## src/rtl/midi_pkg.sv

```systemverilog
// midi_pkg: shared MIDI parser states, byte constants and data-length lookup
package midi_pkg;
  typedef enum logic [1:0] {NO_STATUS, NEED1, NEED2, SYSEX} midi_parse_state_t;
  localparam logic [7:0] MIDI_SYSEX = 8'hF0;
  localparam logic [7:0] MIDI_EOX = 8'hF7;
  localparam logic [7:0] MIDI_TUNE_REQ = 8'hF6;
  localparam logic [7:0] MIDI_RT_MIN = 8'hF8;
  function automatic logic [1:0] midi_data_len(input logic [7:0] s);
    return (s[7:4] == 4'hC || s[7:4] == 4'hD || s == 8'hF1 || s == 8'hF3) ? 2'd1 :
           ((s[7] && s[7:4] != 4'hF) || s == 8'hF2) ? 2'd2 : 2'd0;
  endfunction
endpackage

```

## src/rtl/midi_msg_parser.sv

```systemverilog
// midi_msg_parser: assembles MIDI bytes into complete messages with running status
module midi_msg_parser
  import midi_pkg::*;
#(
  parameter bit NOTE_ON_ZERO_IS_OFF = 1'b1,
  parameter bit SYSEX_ENABLE = 1'b0
) (
  input  logic       clk_i,
  input  logic       rst_ni,
  input  logic       byte_valid_i,
  input  logic [7:0] byte_i,
  output logic       msg_valid_o,
  output logic [7:0] status_o,
  output logic [6:0] data1_o,
  output logic [6:0] data2_o,
  output logic       rt_valid_o,
  output logic [7:0] rt_byte_o,
  output logic       sx_valid_o,
  output logic [6:0] sx_byte_o,
  output logic       err_o
);
  midi_parse_state_t state;
  logic [7:0] cur_st;
  logic       run_vld;
  logic [6:0] d1;
  logic [1:0] len;
  logic       is_off;
  assign len = midi_data_len(cur_st);
  assign is_off = NOTE_ON_ZERO_IS_OFF && cur_st[7:4] == 4'h9 && byte_i[6:0] == 7'd0;
  // byte classifier, message FSM and registered output strobes
  always_ff @(posedge clk_i or negedge rst_ni)
    if (!rst_ni) begin
      state <= NO_STATUS;
      cur_st <= '0;
      run_vld <= 1'b0;
      d1 <= '0;
      msg_valid_o <= 1'b0;
      status_o <= '0;
      data1_o <= '0;
      data2_o <= '0;
      rt_valid_o <= 1'b0;
      rt_byte_o <= '0;
      sx_valid_o <= 1'b0;
      sx_byte_o <= '0;
      err_o <= 1'b0;
    end else begin
      msg_valid_o <= 1'b0;
      rt_valid_o <= 1'b0;
      sx_valid_o <= 1'b0;
      err_o <= 1'b0;
      if (byte_valid_i) begin
        if (byte_i >= MIDI_RT_MIN) begin
          rt_valid_o <= 1'b1;
          rt_byte_o <= byte_i;
        end else if (byte_i[7] && byte_i < MIDI_SYSEX) begin
          cur_st <= byte_i;
          run_vld <= 1'b1;
          d1 <= '0;
          state <= NEED1;
        end else if (byte_i == MIDI_SYSEX) begin
          run_vld <= 1'b0;
          state <= SYSEX;
        end else if (byte_i == MIDI_TUNE_REQ) begin
          run_vld <= 1'b0;
          state <= NO_STATUS;
          msg_valid_o <= 1'b1;
          status_o <= byte_i;
          data1_o <= '0;
          data2_o <= '0;
        end else if (byte_i[7] && midi_data_len(byte_i) != 2'd0) begin
          cur_st <= byte_i;
          run_vld <= 1'b0;
          d1 <= '0;
          state <= NEED1;
        end else if (byte_i[7]) begin
          run_vld <= 1'b0;
          state <= NO_STATUS;
        end else begin
          case (state)
            NO_STATUS: err_o <= 1'b1;
            NEED1:
              if (len == 2'd1) begin
                msg_valid_o <= 1'b1;
                status_o <= cur_st;
                data1_o <= byte_i[6:0];
                data2_o <= '0;
                state <= run_vld ? NEED1 : NO_STATUS;
              end else begin
                d1 <= byte_i[6:0];
                state <= NEED2;
              end
            NEED2: begin
              msg_valid_o <= 1'b1;
              status_o <= is_off ? {4'h8, cur_st[3:0]} : cur_st;
              data1_o <= d1;
              data2_o <= byte_i[6:0];
              state <= run_vld ? NEED1 : NO_STATUS;
            end
            SYSEX:
              if (SYSEX_ENABLE) begin
                sx_valid_o <= 1'b1;
                sx_byte_o <= byte_i[6:0];
              end
          endcase
        end
      end
    end
endmodule

```

## config.mk

```make
export PLATFORM = sky130hd
export DESIGN_NAME = midi_msg_parser
export DESIGN_NICKNAME = d
export VERILOG_FILES = /design/src/rtl/midi_pkg.sv /design/src/rtl/midi_msg_parser.sv
export SDC_FILE = /design/constraint.sdc
export NUM_CORES = 1
export LEC_CHECK = 0
export BUFFER_PORTS_ARGS = -buffer_cell sky130_fd_sc_hd__buf_2
export CORE_ASPECT_RATIO = 1.25
export CORE_MARGIN = 2
export CORE_UTILIZATION = 48
export CTS_CLUSTER_SIZE = 28
export DETAILED_ROUTE_END_ITERATION = 8
export PLACE_DENSITY_LB_ADDON = 0.12
export SKIP_CTS_REPAIR_TIMING = 1
export SLEW_MARGIN = 25
export SYNTH_ARGS = -nofsm -noshare
export SYNTH_HDL_FRONTEND = slang
export SYNTH_SLANG_ARGS = --single-unit
```

## constraint.sdc

```tcl
create_clock -name clk_i -period 1.72 [get_ports clk_i]
set_clock_uncertainty 0.05 [all_clocks]
set_input_delay 0.172 -clock clk_i [delete_from_list [all_inputs] [get_ports clk_i]]
set_output_delay 0.172 -clock clk_i [all_outputs]
set_load 0.02 [all_outputs]
```

Yosys cells after proc, flatten, opt, wreduce, memory -nomap -nowiden:

Cells that the tools add are included.
Widths: inputs -> output; s select.

* bitwise operators: 3
* muxes and demuxes: 63
* reduce and logical (&&, ||, !) cells: 27
* equality and inequality tests: 25
* $lt $le $gt $ge: 2

Operators by type and width (count)
* $mux 7: 15
* $mux 8: 9
* $eq 8x8->1 const B: 8
* $pmux 7 s2: 2
* $mux 1: 24
* $eq 4x4->1 const B: 5
* $mux 2: 10
* $pmux 8 s2: 1
* $ge 8x8->1 const B: 1
* $logic_or 1x1->1: 8
* $lt 8x8->1 const B: 1
* $ne 4x4->1 const B: 2
* $reduce_and 8->1: 1
* $logic_not 7->1: 1
* $reduce_and 7->1: 1
* $reduce_bool 7->1: 1
* $ne 2x2->1 const B: 3
* $ne 3x3->1 const B: 2
* $reduce_and 3->1: 2
* $reduce_bool 3->1: 2
* $logic_and 1x1->1: 5
* $reduce_and 5->1: 1
* $reduce_bool 5->1: 1
* $eq 2x1->1 const B: 2
* 9 further kinds: 12

* output and inout port bits: 41
* bits of input ports: 11
* word-level logic and storage cells: 131
* register bits after elaboration: 51

Depth between registers and ports, before layout:

Gate-level depths: netlist (run 1).

* word-level depth: 15
* mapped depth: 8
* depth with buffers taken out: 7

Least setup slack after synthesis (run 1):

Ideal clock, no wire load.

* path kind: register to register
* from: reg state[0]
* to: reg status_o[0]
* data arrival time: 1.550 ns
* slack: 0.038 ns
* stages on the path, launching flop included: 9
* setup time: 0.083 ns
* buffers on the path: 1
* period minus slack after synthesis: 1.682 ns
* cell sequence: dfrtp_1 inv_1 ha_1 o21bai_1 o22ai_1 o211ai_4 buf_2 nand2_1 o21ai_0

* cells in the longest elaborated chain, start to end: 5

Ends and longest elaborated chain
* start: declaration: line midi_msg_parser.sv:22 `midi_parse_state_t state;`
* start signal: assignment: line midi_msg_parser.sv:87 `state <= run_vld ? NEED1 : NO_STATUS;`
* start signal: assignment: line midi_msg_parser.sv:97 `state <= run_vld ? NEED1 : NO_STATUS;`
* $eq 2x2->1 / $eq 2x1->1 (equally long branches): line midi_msg_parser.sv:79 `case (state)`
* $pmux 8 s2: line midi_msg_parser.sv:79
* $mux 8: line midi_msg_parser.sv:75 `end else if (byte_i[7]) begin`
* $mux 8: line midi_msg_parser.sv:70 `end else if (byte_i[7] && midi_data_len(byte_i) != 2'd0) begin`
* $mux 8: line midi_msg_parser.sv:63 `end else if (byte_i == MIDI_TUNE_REQ) begin`
* end signal: assignment: line midi_msg_parser.sv:67 `status_o <= byte_i;`
* end signal: assignment: line midi_msg_parser.sv:84 `status_o <= cur_st;`
* end signal: assignment: line midi_msg_parser.sv:94 `status_o <= is_off ? {4'h8, cur_st[3:0]} : cur_st;`
* end: declaration: line midi_msg_parser.sv:13 `output logic [7:0] status_o,`

Several ways; a longest one is shown, not always the timed one. The select of a mux whose other input is x is not followed.
A chain may end at the register's enable or synchronous reset.

Final worst setup path (run 1):

* from: reg state[0]
* to: reg status_o[2]

Same word-level chain as after synthesis.

==> results.tsv, run 1 <==
stage	metric	value	unit
run_status	status	finished, violations left	
run_status	failing checks	negative setup slack	
power	Leakage Power	1.39	nW
floorplanning	Die H	83.2	µm
power	PD cells	1380	nW/µm²
worst_setup_path	Req. time, crit path	1860	ps
power	VDD IR max	0.693	mV
synthesis	Post-synth top cells	51 x dfrtp_1, 30 x nand2_1, 13 x o21ai_0, 11 x buf_4	
worst_setup_path	critical path's slowest cell	dfrtp_1	
floorplanning	die width	67.3	µm
sta	Tmin final	1780	ps
floorplanning	Die ar.	5600	µm²
worst_setup_path	CP Capture Type	flop	
worst_hold_path	Hold Path Sink	err_o$_DFF_PN0_	
worst_setup_path	CP startpoint kind	flop	
clock_tree	Clock Path Buffers	2	
worst_setup_path	slowest cell delay on critical path	390	ps
floorplanning	Initial Utilization	0.502	
sta	final hold vios	0	
synthesis	synth warn	7	
global_routing	first-pass GRT wire length	8440	µm
placed_design	gpl congestion	0.811	
power	Tot Pwr	4.08	mW
clock_tree	CTS Root Buffer Type	clkbuf_8	
sta	worst slew pin tran	632	ps
sta	fin crit share	1.03	
detailed_routing	Via density	5.36	
layout	final net count	284	
detailed_routing	DR pass1 iterations	4	
layout	area grow syn2layout	22.8	%
clock_tree	clk sinks	51	
floorplanning	core area	4800	µm²
global_routing	grt ovf	0	
detailed_routing	Initial DRC Count	106	
floorplanning	io pins	52	
detailed_routing	DR vias	1775	
sta	max-slew violations	0	
clock_tree	Worst-path clk slew	100	ps
clock_tree	CTS tree	yes	
worst_setup_path	Crit path top cell by count	buf_12	
clock_tree	worst skew pair latency	320	ps
synthesis	Synth Flop Type	dfrtp_1	
synthesis	Synth top area share	0.530	
run	maxcap violations	0	
worst_setup_path	critical path peak fanout	11	
worst_setup_path	Critical Path AT	1910	ps
clock_tree	CTS Buf Count	5	
layout	Final Util	0.616	
worst_setup_path	reg2reg end	status_o[2]$_DFFE_PN0P_	
synthesis	post-synthesis register bit count	51	
worst_setup_path	reg2reg setup slack	-60	ps
placed_design	I/O Buffers	43	
floorplanning	Core Rows	28	
layout	fraction of layout cells with a size suffix above 1	0.395	
worst_setup_path	critical path type	reg -> reg	
global_routing	largest net degree at the start of global routing	52	
layout	n_diodes	0	
synthesis	Post-synth EDFFs	0	
worst_setup_path	Critical R2R Launch	state[0]$_DFFE_PN0P_	
worst_setup_path	Buf/Inv on CP	3	
global_routing	gr usage total	0.201	
sta	worst-case headroom to the max-slew limit	0.578	
sta	RSZ-0062 raised after global routing	yes	
global_routing	vias in the first global route	1726	
placed_design	DP HPWL	3580	µm
sta	Final Setup Violations	22	
synthesis	Netlist cell types	47	
global_routing	initial antenna violation count	0	
detailed_routing	DRC viols	0	
worst_setup_path	R2R depth	8	
synthesis	post-synthesis sequential area ratio	0.530	
worst_setup_path	crit path cell chain	buf_4 -> ha_4 -> o21bai_4 -> o22ai_2 -> o211ai_4 -> buf_12 -> buf_12 -> o21ai_0	
synthesis	post-synthesis average cell area	11.1	µm²
detailed_routing	Avg WL per Cell	16.8	µm
worst_hold_path	worst hold path depth	3	
worst_setup_path	CP delay by family, top	compound AO/OA/AOI/OAI gates	
worst_hold_path	worst min path class	in -> reg	
synthesis	cell taking the most area after synthesis	dfrtp_1	
clock_tree	H-tree depth	2	
synthesis	largest cells by area after synthesis	dfrtp_1 53%, mux2_2 4.7%, nand2_1 4.7%, buf_4 3.4%, mux2i_1 2.9%	
synthesis	area of the mapped netlist	2410	µm²
synthesis	Post-synth ARST share	1.00	
synthesis	Synth Instances	217	
sta	Peak Freq	563	MHz
detailed_routing	final wirelength	5550	µm
worst_hold_path	worst hold start	byte_valid_i	
detailed_routing	antenna-violating nets left	0	
sta	Setup WS post-layout	-57.0	ps
synthesis	count leader, synth	dfrtp_1	
## tightest hold or removal path, stage by stage
cell and delay, ps:
buf_2 130, nand2_1 50, nor2_1 40
## per-layer routing
layer / vias up / wire length [µm] / global-route usage
met2: 54 / 2870 / 0.314
met3: 8 / 247 / 0.0474
li1: 845 / - / -
met1: 868 / 2320 / 0.259
met4: 0 / 106 / 0.0946
met5: - / 0 / 0
## how the worst max path moves through the flow
stage	to	cells after the start	start	slack, ps
after detailed placement	status_o[2]$_DFFE_PN0P_	7	state[0]$_DFFE_PN0P_	-100
after floorplan	status_o[0]$_DFFE_PN0P_	8	state[0]$_DFFE_PN0P_	40
final	status_o[2]$_DFFE_PN0P_	8	state[0]$_DFFE_PN0P_	-60
after global routing	status_o[2]$_DFFE_PN0P_	9	state[0]$_DFFE_PN0P_	-120
after global placement	d1[2]$_DFFE_PN0P_	6	state[1]$_DFFE_PN0P_	-8
after CTS	status_o[2]$_DFFE_PN0P_	7	state[0]$_DFFE_PN0P_	-120
## through the flow
stage / hold slack, ps / instances / setup TNS [ps] / area (µm²) / setup WS, ps
after global routing: 63.4 / 331 / -2060 / 2960 / -117
after detailed placement: 276 / 316 / -1400 / 2680 / -97.2
after CTS: -80.0 / 324 / -2040 / 2770 / -123
after floorplan: -174 / 224 / 0 / 2430 / 37.8
after global placement: 274 / 316 / -29.0 / 2680 / -7.65
final: 52.4 / 331 / -555 / 2960 / -57.0
## kinds of logic after synthesis
group                    after synthesis  synth area share
AO/OA/AOI/OAI                         46             0.151
buffers and inverters                 25            0.0639
XOR/XNOR                               1           0.00364
multiplexers                          17            0.0759
AND/OR/NAND/NOR                       73             0.159
other                                  1           0.00156
flip-flops                            51             0.530
adder cells (fa/ha/maj)                3            0.0156
## registers in the layout, summed over array words and instances (netlist names)
signal / flops
cur_st: 8
rt_byte_o: 8
run_vld: 1
rt_valid_o: 1
data2_o: 7
err_o: 1
data1_o: 7
d1: 7
state: 2
status_o: 8
msg_valid_o: 1
## final cells by class
class / instances / area (µm²)
Clock buffer: 5 / 68.8
Tap cell: 60 / 75.1
Timing Repair Buffer: 61 / 420
Sequential cell: 51 / 1280
Clock inverter: 3 / 28.8
Inverter: 3 / 11.3
Multi-Input combinational cell: 148 / 1080
Fill cell: 432 / 1840
## cells in the final DEF (no fill, tap or decap), types with 2 or more instances in the layout
master      n
buf_4      11
mux2i_1     7
clkinv_4    2
o21ai_0    13
nand2_1    30
a21oi_1     4
mux2_2     10
nor2b_1     2
nor2_1     10
o31ai_2     5
a22o_1      7
clkbuf_16   2
buf_12      2
buf_2      43
nand3_1     8
buf_6       2
nor3_1      3
clkbuf_8    5
or2_2       5
o32a_1      2
o21ai_1     3
conb_1      8
dfrtp_1    51
o31ai_1     2
inv_1       2
nand4_1     2
## power by group
group	internal [mW]	total (mW)	switching [mW]
clock network	0.302	0.743	0.441
registers	1.54	1.74	0.195
logic	0.669	1.60	0.928
(Power assumes the default switching activity.)
==> run 2, diff against run 1 <==
CORE_MARGIN = 4   (was 2)
CORE_UTILIZATION = 54   (was 48)
clock period = 1.9 ns   (was 1.72 ns; I/O delays follow)
==> results.tsv, run 2 (synthesis gave the netlist of run 1 again) <==
stage	metric	value	unit	change
placed_design	DP HPWL	3360	µm	was 3580 µm
clock_tree	H-tree depth	2		unchanged
layout	fraction of layout cells with a size suffix above 1	0.329		was 0.395
detailed_routing	DR vias	1695		was 1775
layout	n_diodes	0		unchanged
clock_tree	Worst-path clk slew	90	ps	was 100 ps
detailed_routing	Via density	5.40		was 5.36
layout	Fill cells	355		was 432
floorplanning	die width	67.7	µm	was 67.3 µm
sta	setup_tns	0	ps	was -555 ps
sta	max-slew violations	0		unchanged
layout	area grow syn2layout	13.5	%	was 22.8%
worst_hold_path	worst hold path depth	3		unchanged
layout	most common cell after layout, fill and taps aside	dfrtp_1		unchanged
floorplanning	io pins	52		unchanged
worst_setup_path	CP Capture Type	flop		unchanged
worst_setup_path	R2R depth	7		was 8
clock_tree	worst skew pair latency	300	ps	was 320 ps
power	Clk pwr share	0.180		was 0.182
sta	Peak Freq	573	MHz	was 563 MHz
floorplanning	Initial Utilization	0.574		was 0.502
detailed_routing	DR pass1 iterations	4		unchanged
sta	final hold vios	0		unchanged
detailed_routing	DRC viols	0		unchanged
placed_design	gpl congestion	0.781		was 0.811
floorplanning	Die H	82.7	µm	was 83.2 µm
worst_setup_path	CP startpoint kind	flop		unchanged
global_routing	initial antenna violation count	0		unchanged
placed_design	I/O Buffers	43		unchanged
global_routing	grt ovf	0		unchanged
detailed_routing	Initial DRC Count	110		was 106
floorplanning	core area	4200	µm²	was 4800 µm²
clock_tree	CTS tree	yes		unchanged
detailed_routing	antenna-violating nets left	0		unchanged
placed_design	pre-CTS WS	121	ps	was -97.2 ps
floorplanning	Die ar.	5600	µm²	about the same
global_routing	vias in the first global route	1584		was 1726
power	sequential share of power	0.457		was 0.426
power	PD cells	1250	nW/µm²	was 1380 nW/µm²
worst_setup_path	Req. time, crit path	2060	ps	was 1860 ps
layout	Final Util	0.651		was 0.616
layout	final net count	271		was 284
power	Pint	2.13	mW	was 2.51 mW
detailed_routing	Avg WL per Cell	15.0	µm	was 16.8 µm
sta	worst slew pin tran	521	ps	was 632 ps
worst_hold_path	worst min path class	in -> reg		unchanged
sta	Setup WS post-layout	154	ps	was -57.0 ps
worst_setup_path	Critical Path AT	1910	ps	about the same
worst_setup_path	critical path type	reg -> reg		unchanged
worst_setup_path	critical path peak fanout	44		was 11
power	switching share of power	0.376		was 0.384
global_routing	largest net degree at the start of global routing	45		was 52
floorplanning	Core Rows	26		was 28
run	maxcap violations	0		unchanged
sta	Tmin final	1750	ps	was 1780 ps
power	Switch Pwr	1.29	mW	was 1.56 mW
layout	largest registers	cur_st x8, rt_byte_o x8, status_o x8		unchanged
clock_tree	clk sinks	51		unchanged
global_routing	gr usage total	0.184		was 0.201
clock_tree	CTS Buf Count	5		unchanged
power	Leakage Power	1.29	nW	was 1.39 nW
sta	fin crit share	0.919		was 1.03
power	VDD IR max	0.564	mV	was 0.693 mV
global_routing	first-pass GRT wire length	7710	µm	was 8440 µm
clock_tree	Clock Path Buffers	2		unchanged
sta	RSZ-0062 raised after global routing	no		was yes
clock_tree	CTS Root Buffer Type	clkbuf_8		unchanged
detailed_routing	final wirelength	4700	µm	was 5550 µm
power	Comb power frac	0.363		was 0.392
sta	worst-case headroom to the max-slew limit	0.653		was 0.578
run_status	status	finished, final reports clean		was finished, violations left
layout	most frequent cells in the layout	51 x dfrtp_1, 43 x buf_2, 30 x nand2_1, 13 x o21ai_0		was 51 x dfrtp_1, 43 x buf_2, 30 x nand2_1, 13 x o21ai_0, 11 x buf_4
sta	Final Setup Violations	0		was 22
[run 2: power by group through the flow]
stage / combinational, mW / clock (mW) / sequential, mW
4_1_cts: 1.25 / 0.631 / 1.56
6_report: 1.24 / 0.614 / 1.56
3_3_place_gp: 1.24 / 0 / 1.58
3_5_place_dp: 1.25 / 0 / 1.59
2_1_floorplan: 0.580 / 0 / 1.87
5_1_grt: 1.37 / 0.676 / 1.60
[run 2: cell type report]
| type | count | area [µm²] | area share |
|---|---|---|---|
| Clock buffer | 5 | 68.8 | 0.0252 |
| Inverter | 3 | 11.3 | 0.00412 |
| Clock inverter | 3 | 18.8 | 0.00687 |
| Tap cell | 56 | 70.1 | 0.0256 |
| Sequential cell | 51 | 1280 | 0.467 |
| Multi-Input combinational cell | 148 | 1010 | 0.369 |
| Timing Repair Buffer | 48 | 280 | 0.103 |
[run 2: worst paths after layout]
check                                       start                 endpoint  slack [ps]
setup reg to reg             state[1]$_DFFE_PN0P_   data1_o[0]$_DFFE_PN0P_         150
min in group asynchronous                  rst_ni   data1_o[4]$_DFFE_PN0P_         340
setup / recovery             state[1]$_DFFE_PN0P_   data1_o[0]$_DFFE_PN0P_         150
hold reg to reg            data2_o[3]$_DFFE_PN0P_   data2_o[3]$_DFFE_PN0P_         430
hold / removal                       byte_valid_i          err_o$_DFF_PN0_          90
max in group asynchronous                  rst_ni  status_o[3]$_DFFE_PN0P_         930
[run 2: critical path, cell delays in order, from the launching register on]
cell and delay (ps):
dfrtp_1 410, inv_1 90, ha_1 220, o21bai_2 100, o22ai_1 250, o211ai_4 110, buf_12 180, o31ai_1 240
[run 2: layer usage]
layer	global-route usage	vias up	part of all wire
met5	0	-	0
met1	0.255	817	0.46
met2	0.280	48	0.48
li1	-	822	-
met3	0.0460	8	0.051
met4	0.0649	0	0.014
[run 2: through the flow]
stage | std cells | hold slack, ps | power, mW | area, µm²
finish | 314 | 85.6 | 3.42 | 2730
CTS | 313 | -184 | 3.45 | 2720
floorplan | 224 | -156 | 2.45 | 2430
global placement | 305 | 140 | 2.81 | 2630
global route | 314 | 104 | 3.65 | 2730
detailed placement | 305 | 141 | 2.83 | 2630
==> run 3, diff against run 2 <==
SLEW_MARGIN = 0   (was 25)
clock period = 1.8 ns   (was 1.9 ns; I/O delays follow)
==> results.tsv, run 3 (synthesis gave the netlist of run 1 again) <==
stage	metric	value	unit	change
layout	Multi-input gate area	1060	µm²	was 1010 µm²
sta	Peak Freq	576	MHz	was 573 MHz
global_routing	vias in the first global route	1758		was 1584
global_routing	gr busiest metal	met2		unchanged
clock_tree	Clock Path Buffers	2		unchanged
power	Tot Pwr	3.84	mW	was 3.42 mW
power	switching share of power	0.363		was 0.376
global_routing	gr usage total	0.207		was 0.184
layout	Fill cells	329		was 355
sta	Final Setup Violations	0		unchanged
clock_tree	CTS Buf Count	5		unchanged
sta	worst-case headroom to the max-slew limit	0.651		was 0.653
clock_tree	worst skew pair latency	300	ps	about the same
detailed_routing	final wirelength	5140	µm	was 4700 µm
worst_hold_path	worst min path class	in -> reg		unchanged
clock_tree	CTS Root Buffer Type	clkbuf_8		unchanged
clock_tree	H-tree depth	2		unchanged
layout	area grow syn2layout	18.6	%	was 13.5%
floorplanning	Initial Utilization	0.574		unchanged
clock_tree	clk sinks	51		unchanged
sta	max-slew violations	0		unchanged
sta	worst slew pin tran	523	ps	was 521 ps
power	Comb power frac	0.371		was 0.363
power	Pint	2.45	mW	was 2.13 mW
layout	most common cell after layout, fill and taps aside	dfrtp_1		unchanged
detailed_routing	DR vias	1739		was 1695
sta	fin crit share	0.965		was 0.919
layout	most frequent cells in the layout	51 x dfrtp_1, 43 x buf_2, 30 x nand2_1, 11 x o21ai_0		was 51 x dfrtp_1, 43 x buf_2, 30 x nand2_1, 13 x o21ai_0
worst_setup_path	CP startpoint kind	flop		unchanged
detailed_routing	DRC viols	0		unchanged
floorplanning	Die ar.	5600	µm²	unchanged
detailed_routing	Via density	5.43		was 5.40
global_routing	largest net degree at the start of global routing	31		was 45
worst_setup_path	Req. time, crit path	1940	ps	was 2060 ps
floorplanning	die width	67.7	µm	unchanged
sta	setup_tns	0	ps	unchanged
detailed_routing	Initial DRC Count	76		was 110
sta	WHS	76.1	ps	was 85.6 ps
power	VDD IR max	0.575	mV	was 0.564 mV
global_routing	met1 Usage GRT	0.261		was 0.255
clock_tree	Worst-path clk slew	80	ps	was 90 ps
sta	final hold vios	0		unchanged
detailed_routing	DR pass1 iterations	5		was 4
layout	Final Util	0.680		was 0.651
worst_setup_path	critical path peak fanout	19		was 44
power	sequential share of power	0.431		was 0.457
global_routing	grt met2 use	0.338		was 0.280
worst_setup_path	CP Capture Type	flop		unchanged
layout	final net count	278		was 271
global_routing	first-pass GRT wire length	8450	µm	was 7710 µm
placed_design	I/O Buffers	43		unchanged
sta	Tmin final	1740	ps	was 1750 ps
power	Switch Pwr	1.39	mW	was 1.29 mW
worst_setup_path	Critical Path AT	1880	ps	was 1910 ps
placed_design	DP HPWL	3700	µm	was 3360 µm
floorplanning	Die H	82.7	µm	unchanged
layout	largest registers	cur_st x8, rt_byte_o x8, status_o x8		unchanged
floorplanning	core area	4200	µm²	unchanged
floorplanning	Core Rows	26		unchanged
power	PD cells	1350	nW/µm²	was 1250 nW/µm²
clock_tree	CTS tree	yes		unchanged
layout	fraction of layout cells with a size suffix above 1	0.371		was 0.329
placed_design	Area after DPL	2650	µm²	was 2630 µm²
run	maxcap violations	0		unchanged
detailed_routing	Avg WL per Cell	16.1	µm	was 15.0 µm
layout	n_diodes	0		unchanged
worst_setup_path	critical path type	reg -> reg		unchanged
placed_design	gpl congestion	0.847		was 0.781
layout	FF/Latch Area	1280	µm²	unchanged
run_status	status	finished, final reports clean		unchanged
global_routing	initial antenna violation count	0		unchanged
layout	post-route cell area	2850	µm²	was 2730 µm²
global_routing	grt met3 use	0.0406		was 0.0460
power	Clk pwr share	0.197		was 0.180
power	Leakage Power	1.34	nW	was 1.29 nW
global_routing	grt ovf	0		unchanged
floorplanning	io pins	52		unchanged
detailed_routing	antenna-violating nets left	0		unchanged
-- run 3: changes by cell type in the layout (fill, tap and decap cells not counted), sizes merged --
cell / before / now
clkbuf: 5 / 6
bufinv: 0 / 1
clkinv: 2 / 0
buf: 47 / 54
inv: 4 / 3
-- run 3: layer usage --
metal | wire length, µm | share of wire
met1 | 2220 | 0.43
met2 | 2560 | 0.50
met3 | 229 | 0.045
met4 | 128 | 0.025
met5 | 0 | 0
-- run 3: power groups by stage --
stage / Clock [mW] / Sequential [mW] / Combinational, mW
finish: 0.758 / 1.66 / 1.43
CTS: 0.777 / 1.66 / 1.34
global route: 0.815 / 1.71 / 1.58
floorplan: 0 / 1.97 / 0.612
global placement: 0 / 1.67 / 1.30
detailed placement: 0 / 1.68 / 1.33
-- run 3: critical path, cell delays in order, from the launching register on --
cell and delay, ps:
dfrtp_1 390, inv_1 80, ha_2 210, buf_4 220, o32a_1 380, o32a_1 290
-- run 3: worst paths after layout --
check	slack (ps)	end	cells after the start	start
worst max-delay path	60	state[0]$_DFFE_PN0P_	5	state[0]$_DFFE_PN0P_
worst min-delay path	80	err_o$_DFF_PN0_	3	byte_valid_i
worst max register to register	60	state[0]$_DFFE_PN0P_	5	state[0]$_DFFE_PN0P_
worst min register to register	430	data2_o[3]$_DFFE_PN0P_	2	data2_o[3]$_DFFE_PN0P_
max in group asynchronous	840	status_o[0]$_DFFE_PN0P_	3	rst_ni
min in group asynchronous	320	d1[4]$_DFFE_PN0P_	2	rst_ni
-- run 3: final cells by class --
cell class                      count  area share
Inverter                            3     0.00395
Clock inverter                      1      0.0105
Multi-Input combinational cell    148       0.371
Clock buffer                        6      0.0254
Timing Repair Buffer               55       0.117
Tap cell                           56      0.0246
Sequential cell                    51       0.447
-- run 3: through the flow --
step | std cells | worst slack, ps
floorplan | 224 | 118
global placement | 309 | 75.3
detailed placement | 309 | 52.4
CTS | 316 | 25.9
global route | 320 | -18.6
finish | 320 | 63.3
